[src/rtl/tt_fpga_io_bank.sv]
// Bidirectional pad bank: synchronised and glitch-filtered inputs with edge pulses,
// registered outputs, and a per-pin direction-turnaround guard against bus contention.
module tt_fpga_io_bank #(
    parameter int WIDTH       = 8,
    parameter int SYNC_STAGES = 2,
    parameter int FILTER_LEN  = 4,
    parameter int TURN_CYCLES = 1
) (
    input  logic             clk,
    input  logic             rst,
    input  logic             ena,
    input  logic [WIDTH-1:0] pad_in,
    output logic [WIDTH-1:0] pad_out,
    output logic [WIDTH-1:0] pad_oe,
    input  logic [WIDTH-1:0] core_out,
    input  logic [WIDTH-1:0] core_oe,
    output logic [WIDTH-1:0] core_in,
    output logic [WIDTH-1:0] rise,
    output logic [WIDTH-1:0] fall
);

    typedef enum logic {
        IDLE = 1'b0,
        TURN = 1'b1
    } turn_state_e;

    localparam logic [3:0] FILT_LAST = 4'(FILTER_LEN > 0 ? FILTER_LEN - 1 : 0);
    localparam logic [2:0] TURN_LAST = 3'(TURN_CYCLES > 0 ? TURN_CYCLES - 1 : 0);

    // NOTE: sequential state uses non-blocking assignments so every flop samples pre-edge values.
    always_ff @(posedge clk) begin
        if (rst) pad_out <= '0;
        else     pad_out <= core_out;
    end

    for (genvar i = 0; i < WIDTH; i++) begin : g_pin
        logic [SYNC_STAGES-1:0] sync_q;
        logic                   s;
        logic                   in_q, in_d, rise_q, fall_q;
        logic [3:0]             cnt_q, cnt_d;

        assign s = sync_q[SYNC_STAGES-1];

        // NOTE: every always_comb output gets a default first so no latch is inferred.
        always_comb begin
            in_d  = in_q;
            cnt_d = '0;
            if (FILTER_LEN == 0) begin
                in_d = s;
            end else if (s != in_q) begin
                if (cnt_q == FILT_LAST) in_d  = s;
                else                    cnt_d = cnt_q + 4'd1;
            end
        end

        always_ff @(posedge clk) begin
            if (rst) begin
                sync_q <= '0;
                in_q   <= 1'b0;
                cnt_q  <= '0;
                rise_q <= 1'b0;
                fall_q <= 1'b0;
            end else begin
                sync_q <= {sync_q[SYNC_STAGES-2:0], pad_in[i]};
                in_q   <= in_d;
                cnt_q  <= cnt_d;
                rise_q <= ~in_q & in_d;
                fall_q <= in_q & ~in_d;
            end
        end

        assign core_in[i] = in_q;
        assign rise[i]    = rise_q;
        assign fall[i]    = fall_q;

        turn_state_e state_q, state_d;
        logic        dir_q, dir_d, tgt_q, tgt_d, oe_q;
        logic [2:0]  tc_q, tc_d;

        always_comb begin
            state_d = state_q;
            dir_d   = dir_q;
            tgt_d   = tgt_q;
            tc_d    = tc_q;
            if (!ena) begin
                state_d = IDLE;
                dir_d   = 1'b0;
                tgt_d   = 1'b0;
                tc_d    = '0;
            end else begin
                case (state_q)
                    IDLE: begin
                        if (core_oe[i] != dir_q) begin
                            if (TURN_CYCLES == 0) begin
                                dir_d = core_oe[i];
                            end else begin
                                tgt_d   = core_oe[i];
                                tc_d    = '0;
                                state_d = TURN;
                            end
                        end
                    end
                    TURN: begin
                        // A new request while turning restarts the quiet period.
                        if (core_oe[i] != tgt_q) begin
                            tgt_d = core_oe[i];
                            tc_d  = '0;
                        end else if (tc_q == TURN_LAST) begin
                            dir_d   = tgt_q;
                            tc_d    = '0;
                            state_d = IDLE;
                        end else begin
                            tc_d = tc_q + 3'd1;
                        end
                    end
                    default: state_d = IDLE;
                endcase
            end
        end

        always_ff @(posedge clk) begin
            if (rst) begin
                state_q <= IDLE;
                dir_q   <= 1'b0;
                tgt_q   <= 1'b0;
                tc_q    <= '0;
                oe_q    <= 1'b0;
            end else begin
                state_q <= state_d;
                dir_q   <= dir_d;
                tgt_q   <= tgt_d;
                tc_q    <= tc_d;
                oe_q    <= (state_d == IDLE) ? dir_d : 1'b0;
            end
        end

        assign pad_oe[i] = oe_q;
    end

endmodule

[config.mk]
export PLATFORM = sky130hd
export DESIGN_NAME = tt_fpga_io_bank
export DESIGN_NICKNAME = d
export VERILOG_FILES = /design/src/rtl/tt_fpga_io_bank.sv
export SDC_FILE = /design/constraint.sdc
export NUM_CORES = 1
export LEC_CHECK = 0
export CORE_MARGIN = 2
export CORE_UTILIZATION = 45
export DETAILED_ROUTE_END_ITERATION = 6
export GPL_ROUTABILITY_DRIVEN = 0
export PLACE_DENSITY = 0.66
export SLEW_MARGIN = 20
export SYNTH_ARGS = -nofsm -noshare
export SYNTH_HDL_FRONTEND = slang
export SYNTH_SLANG_ARGS = --single-unit
[constraint.sdc]
create_clock -name clk -period 4.2 [get_ports clk]
set_clock_uncertainty 0.05 [all_clocks]
set_input_delay 0.42 -clock clk [delete_from_list [all_inputs] [get_ports clk]]
set_output_delay 0.42 -clock clk [all_outputs]
set_load 0.01 [all_outputs]
Yosys cells after proc, flatten, opt, wreduce, memory -nomap -nowiden
Index checks and enable logic that the tools add are counted.

operators by class
  add/sub/neg operators = 16
  eq/ne operators = 48
  multiplexer cells = 144
  bitwise operators = 49
  reduce and logical (&&, ||, !) cells = 33

operators by type and width
  operator                                                count
  two-way mux 1 bit                                       96
  two-way mux 3 bit                                       24
  one-hot mux 3 bit (2 select lines)                      8
  inverter 1 bit                                          33
  adder 4 x 1 -> 4 bit (second input constant)            8
  equality test 4 x 2 -> 1 bit (second input constant)    8
  one-hot mux 1 bit (2 select lines)                      16
  adder 3 x 1 -> 3 bit (second input constant)            8
  zero test 3 bit                                         8
  inequality test 1 bit                                   24
  OR reduction 3 bit                                      8
  OR reduction 2 bit                                      9
  AND 1 bit                                               16
  inequality test 2 x 1 -> 1 bit (second input constant)  8
  inequality test 2 bit (second input constant)           8
  AND reduction 2 bit                                     8

word-level totals
  register bits = 136
  bits of input ports = 27
  output and inout bits = 40
  word-level logic and storage cells = 371

Longest topological paths before layout
Gate-level depths: netlist of run 1.

  depth after elaboration = 6
  mapped depth = 5
  depth with buffers taken out = 5

Least setup slack after synthesis of run 1
OpenSTA, ideal clock, no wires.

  path kind = reg-to-reg
  start point = reg g_pin[0].tc_q[0]
  end point = reg g_pin[0].state_q
  library setup time = 0.115 ns
  arrival = 1.179 ns
  data required time = 4.035 ns
  slack = 2.856 ns
  cell stages (with the launch flop) = 6
  path buffers = 0
  period minus slack after synthesis = 1.344 ns
  cells stage by stage = dfxtp_1 inv_1 ha_1 nand2b_4 or3b_1 and3_1

on the way
  longest elaborated chain between the ends = 5

RTL lines
  what                                RTL line  text
  start: declaration                  78        logic [2:0] tc_q, tc_d;
  start signal: assignment            132       tc_q <= tc_d;
  zero test 3 bit                     108       end else if (tc_q == TURN_LAST) begin
  two-way mux 1 bit                   108
  two-way mux 1 bit                   105       if (core_oe[i] != tgt_q) begin
  one-hot mux 1 bit (2 select lines)  91        case (state_q)
  two-way mux 1 bit                   85        if (!ena) begin
  end signal: assignment              129       state_q <= state_d;
  end: declaration                    76        turn_state_e state_q, state_d;

No other way between the ends.
A chain may end at the register's enable or synchronous reset.

Final worst setup path of run 1
  start point = reg g_pin[2].in_q
  end point = out core_in[2]

RTL lines
  what                      RTL line  text
  start: declaration        39        logic in_q, in_d, rise_q, fall_q;
  start signal: assignment  65        in_q <= in_d;
  end: declaration          17        output logic [WIDTH-1:0] core_in,

No word-level cell between the ends.

==> flow_metrics.tcl, run 1 <==
set metrics [dict create \
    status "complete, no violations" \
    timing.rr.end "g_pin[0].state_q" \
    yosysSeqAreaShare 0.4722 \
    hp-class "reg2reg" \
    crit_family "buffers and inverters" \
    cp_max_fo 5 \
    finalCriticalPeriod_ps 1882 \
    power.density_nw_per_um2 439.4 \
    cap_violations 0 \
    cts_tree "built" \
    clockBufferDepth 2 \
    wl_met3_um 417 \
    cp-endpoint "core_in[2]" \
    grt_overflow 0 \
    ir_worst_vdd_mv 0.2578 \
    design_area_um2 6968 \
    worstPathCellList "clkdlybuf4s50_1" \
    finalSetupViolations 0 \
    drt_iter0_markers 195 \
    worstSetupEndpointType "primary output" \
    critPathLaunchType "register" \
    routedWlPerCell_um 12.29 \
    final_nets 699 \
    postRouteAntennaNets 0 \
    cp.required_ps 3730 \
    drc 0 \
    worst_ep_arrival_time_ps 1410 \
    fillCellCount 1130 \
    path_depth 1 \
    place.port_buffers 66 \
    dr.pass1.iters 6 \
    synth_nets 664 \
    grt_pass1_wl_um 17020 \
    cts_hold_buf 0 \
    cts.sinks 136 \
    synth-seq-cells 136 \
    tightest_slew_ps 1003 \
    die_h_um 117.2 \
    grt_max_degree 59 \
    via_count 4115 \
    worst_slack_ps 2318 \
    viasPerCell 4.940 \
    boundaryPins 67 \
    largest_reg_flops 32 \
    worstHoldStart "g_pin[1].sync_q[0]" \
    postRouteWirelength_um 10240 \
    intPower_uw 2427 \
    switching_share 0.2074 \
    r2r_cells 5 \
    clockPowerShare 0.524 \
    p_leak_uw 0.002513 \
    synth_enable_flop_cells 0 \
    final_cell_mix "dfxtp_1 (136), clkdlybuf4s50_1 (65), nor2_1 (60)" \
    yosys_warnings 0 \
    placed_area_um2 6327 \
    place_ws_ps 1795 \
    regMostFlops "g_pin.cnt_q" \
    slew_headroom 0.3310 \
    cts_resized 0 \
    diodes 0 \
    postSynthCellCount 613 \
    largestRegisters "g_pin.cnt_q x32, g_pin.tc_q x24, g_pin.sync_q x16" \
    syn_area_um2 5766 \
    fmax_mhz 531.2 \
    path_class "reg2out" \
    path_clk_slew_ps 60 \
    fin_setup_tns_ps 0 \
    crit_path_max_incr_delay_ps 570 \
    layout-drive-gt1-share 0.05295 \
    final_common_cell "dfxtp_1" \
    pwr-share-comb 0.040 \
    antenna_found_initial 0 \
    finalHoldViolations 0 \
    fin_crit_sh 0.4482 \
    syn_to_final_growth_pct 20.85 \
    cts_root_buffer "clkbuf_16" \
    reg2reg_setup_slack_ps 2770 \
    slowest_stage "clkdlybuf4s50_1" \
    post_cts_buffers 0 \
    rsz0062_at_grt "false" \
    critPathBufInv 1 \
    synth_area_per_cell_um2 9.405 \
    synth_cell_type_count 34 \
    dpl.hpwl_um 6775 \
    placed_cells 801 \
    coreArea_um2 12570 \
    cts_buffers 17 \
    async_flop_share 0 \
    start_util 0.4587 \
    p_sw_uw 635.0 \
    drv_slew 0 \
    pwr-share-seq 0.436 \
    setup.worst_path.start "g_pin[2].in_q" \
    instances_no_fill 833 \
    row_count 41 \
    worstSkewPairLatency_ps 430 \
    htreeDepth 4 \
    fin_util 0.5544 \
    grt_pass1_vias 3897 \
    wl_met1_um 4711 \
    dieWidth_um 117.2 \
    met2_length_um 4858 \
    r2r_start "g_pin[0].tc_q[0]" \
    grt_usage 0.1587 \
    dieArea_um2 13730 \
    ys.flop_type "dfxtp_1" \
    dr.max_layer_used "met4" \
]
## synth_stat cells (12+ instances only)
cell type / n / area [um^2]
nor2b_1: 32 / 200.2
nor4b_1: 16 / 140.1
buf_4: 32 / 240.2
a21oi_1: 31 / 155.2
mux2i_1: 16 / 160.2
nand2b_1: 18 / 112.6
xnor2_1: 31 / 271.5
nand3_1: 23 / 115.1
nand3b_1: 22 / 165.2
nand2_1: 39 / 146.4
nor2_1: 60 / 225.2
ha_1: 24 / 300.3
nand4_1: 13 / 81.33
inv_1: 26 / 97.59
and3_1: 12 / 75.07
dfxtp_1: 136 / 2723
clkbuf_1: 12 / 45.04
## cells by family (layout without fill, tap and decap cells)
family,Yosys count,count (layout),synth area share
simple gates,268,268,0.2656
fa+ha+maj,24,24,0.05208
buf+inv,78,126,0.07291
xor+xnor,40,40,0.06207
compound gates,51,51,0.04731
flops,136,136,0.4722
mux,16,16,0.02778
## routing by layer
metal / up-vias / global-route usage
met3: 20 / 0.05252
li1: 2113 / -
met2: 64 / 0.2655
met1: 1918 / 0.1806
met5: - / 0
met4: 0 / 0.08235
## worst min path at each step
stage / cells past startpoint / slack (ps) / to
global placement: 1 / 370 / g_pin[4].sync_q[1]
global route: 1 / 400 / g_pin[3].sync_q[1]
CTS: 1 / 390 / g_pin[3].sync_q[1]
floorplan: 1 / 360 / g_pin[0].sync_q[1]
finish: 1 / 390 / g_pin[1].sync_q[1]
detailed placement: 1 / 380 / g_pin[3].sync_q[1]
## through the flow
| step | hold slack (ps) | power [uW] |
|---|---|---|
| floorplan | 363.8 | 1430 |
| global placement | 370.7 | 1480 |
| detailed placement | 378.5 | 1484 |
| CTS | 391.3 | 3095 |
| global route | 399.1 | 3169 |
| finish | 385.3 | 3062 |
## power by group through the flow
| stage | Clock [uW] | Combinational, uW | Sequential (uW) |
|---|---|---|---|
| after floorplan | 0 | 76.6 | 1350 |
| after global placement | 0 | 120 | 1360 |
| after detailed placement | 0 | 123 | 1360 |
| after CTS | 1640 | 123 | 1330 |
| after global routing | 1700 | 136 | 1340 |
| final | 1610 | 123 | 1330 |
## cell type report
class,count,area [um^2],share of cell area
Multi-Input combinational cell,399,2630,0.3774
Inverter,27,101.3,0.01454
Tap cell,172,215.2,0.03089
Sequential cell,136,2723,0.3907
Timing Repair Buffer,67,663.1,0.09517
Clock buffer,20,436.7,0.06267
Clock inverter,12,198.9,0.02855
Power figures use the tool's default switching activity.
==> run 2: changes to the inputs <==
--- a/config.mk
+++ b/config.mk
@@ -9,7 +9,7 @@
 export CORE_UTILIZATION = 45
 export DETAILED_ROUTE_END_ITERATION = 6
 export GPL_ROUTABILITY_DRIVEN = 0
-export PLACE_DENSITY = 0.66
+export PLACE_DENSITY = 0.69
 export SLEW_MARGIN = 20
 export SYNTH_ARGS = -nofsm -noshare
 export SYNTH_HDL_FRONTEND = slang
==> constraint.sdc (replaced) <==
create_clock -name clk -period 1.57 [get_ports clk]
set_clock_uncertainty 0.05 [all_clocks]
set_input_delay 0.157 -clock clk [delete_from_list [all_inputs] [get_ports clk]]
set_output_delay 0.157 -clock clk [all_outputs]
set_load 0.01 [all_outputs]
==> run 2 against run 1 <==
Net effect: utilization increased by 0.67 points; flip-flop and latch count did not move; critical endpoint is now pad_oe[1]; sequential power increased to 2.7 times the previous value; final area rose by 1.2%; total power grew to 2.5 times the previous value; cell count grew 2.2%.
==> flow_metrics.tcl, run 2 (synthesized netlist as in run 1, its figures left out) <==
set metrics [dict create \
    regMostFlops "g_pin.cnt_q" \
    rsz0062_at_grt "false" \
    grt_overflow 0 \
    tightest_slew_ps 461.3 \
    cp.required_ps 1360 \
    pwr-share-seq 0.462 \
    worstSkewPairLatency_ps 410 \
    power_uw 7727 \
    path_clk_slew_ps 60 \
    start_util 0.4587 \
    pwr-share-comb 0.049 \
    cts_resized 8 \
    hp-class "in2reg" \
    clockBufferDepth 2 \
    htreeDepth 4 \
    cap_violations 0 \
    largestRegisters "g_pin.cnt_q x32, g_pin.tc_q x24, g_pin.sync_q x16" \
    diodes 0 \
    cts_root_buffer "clkbuf_16" \
    cts_hold_buf 0 \
    setup.worst_path.start "g_pin[1].oe_q" \
    p_sw_uw 1626 \
    final_common_cell "dfxtp_1" \
    drv_slew 0 \
    cts.sinks 136 \
    final_nets 717 \
    path_depth 1 \
    postRouteWirelength_um 10170 \
    grt_max_degree 33 \
    grt_pass1_wl_um 17220 \
    post_cts_buffers 0 \
    reg2reg_setup_slack_ps 150 \
    dr.pass1.iters 5 \
    switching_share 0.2104 \
    fin_crit_sh 0.9653 \
    drc 0 \
    dieWidth_um 117.2 \
    power.density_nw_per_um2 1096 \
    crit_family "buffers and inverters" \
    dpl.hpwl_um 7183 \
    slew_headroom 0.6924 \
    cts_buffers 17 \
    coreArea_um2 12570 \
    grt_usage 0.1592 \
    worst_ep_arrival_time_ps 1310 \
    grt_pass1_vias 3999 \
    ir_worst_vdd_mv 0.7131 \
    cp_max_fo 1 \
    drt_iter0_markers 206 \
    postRouteAntennaNets 0 \
    row_count 41 \
    cp-endpoint "pad_oe[1]" \
    finalHoldViolations 0 \
    largest_reg_flops 32 \
    via_count 4131 \
    status "complete, no violations" \
    p_leak_uw 0.002656 \
    intPower_uw 6101 \
    viasPerCell 4.854 \
    final_cell_mix "dfxtp_1 (133), nor2_1 (60), clkdlybuf4s50_1 (57)" \
    layout-drive-gt1-share 0.08247 \
    r2r_start "g_pin[0].tc_q[0]" \
    antenna_found_initial 0 \
    path_class "reg2out" \
    timing.rr.end "g_pin[0].state_q" \
    dieArea_um2 13730 \
    slowest_stage "clkdlybuf4s50_1" \
    worstPathCellList "clkdlybuf4s50_1" \
    clockPowerShare 0.489 \
    boundaryPins 67 \
    syn_to_final_growth_pct 22.31 \
    fmax_mhz 659.9 \
    routedWlPerCell_um 11.95 \
    r2r_cells 5 \
    critPathLaunchType "register" \
    cts_tree "built" \
    die_h_um 117.2 \
    finalCriticalPeriod_ps 1515 \
    finalSetupViolations 0 \
    worstSetupEndpointType "primary output" \
    crit_path_max_incr_delay_ps 580 \
    fin_setup_tns_ps 0 \
    critPathBufInv 1 \
    place.port_buffers 66 \
]
-- run 2: changes by cell type in the layout (fill, tap and decap cells not counted) --
cell	previous run	this run
clkinv_4	2	1
buf_4	1	18
dlymetal6s2s_1	0	3
dfxtp_1	136	133
clkinv_2	3	4
dlygate4sd2_1	0	5
dfxtp_2	0	3
clkdlybuf4s50_1	65	57
bufinv_16	5	1
nor2b_2	0	1
inv_6	1	0
nor2b_4	1	0
buf_12	0	1
clkbuf_8	0	5
-- run 2: area by class of cell --
cell class | instances | area (um^2)
inverter | 27 | 101.3
tap | 172 | 215.2
clock inverter | 7 | 66.31
clock buffer | 25 | 505.5
sequential | 136 | 2726
multi-input combinational | 399 | 2625
fill | 1110 | 5517
timing repair buffer | 85 | 812.0
-- run 2: power groups by stage --
stage | registers [uW] | clock network (uW) | logic (uW)
after floorplan | 3620 | 0 | 205
after global placement | 3640 | 0 | 370
after detailed placement | 3640 | 0 | 380
after CTS | 3570 | 3880 | 382
after global routing | 3580 | 4020 | 416
final | 3570 | 3780 | 379
-- run 2: how the worst min path moves through the flow --
stage,start,end,slack (ps),depth (start not counted)
after floorplan,core_oe[3],g_pin[3].oe_q,220,2
after global placement,g_pin[4].sync_q[0],g_pin[4].sync_q[1],370,1
after detailed placement,g_pin[4].sync_q[0],g_pin[4].sync_q[1],380,1
after CTS,rst,g_pin[0].in_q,110,2
after global routing,rst,g_pin[0].in_q,140,2
final,rst,g_pin[0].in_q,130,2
-- run 2: routing by layer --
metal | part of all wire | GRT usage | vias up
met5 | 0 | 0 | -
met4 | 0.014 | 0.07137 | 0
met3 | 0.037 | 0.04737 | 15
met2 | 0.50 | 0.2785 | 58
met1 | 0.45 | 0.1787 | 1913
li1 | - | - | 2145
-- run 2: per-stage QoR --
step	util	area, um^2	setup slack [ps]	instances	hold slack, ps
6_report	0.5611	7052	54.51	851	127.6
5_1_grt	0.5611	7052	6.996	851	141.0
4_1_cts	0.5605	7044	16.15	851	114.7
3_5_place_dp	0.5152	6475	21.17	819	377.2
3_3_place_gp	0.5152	6475	28.77	819	367.2
2_1_floorplan	-	5766	225.8	613	223.1
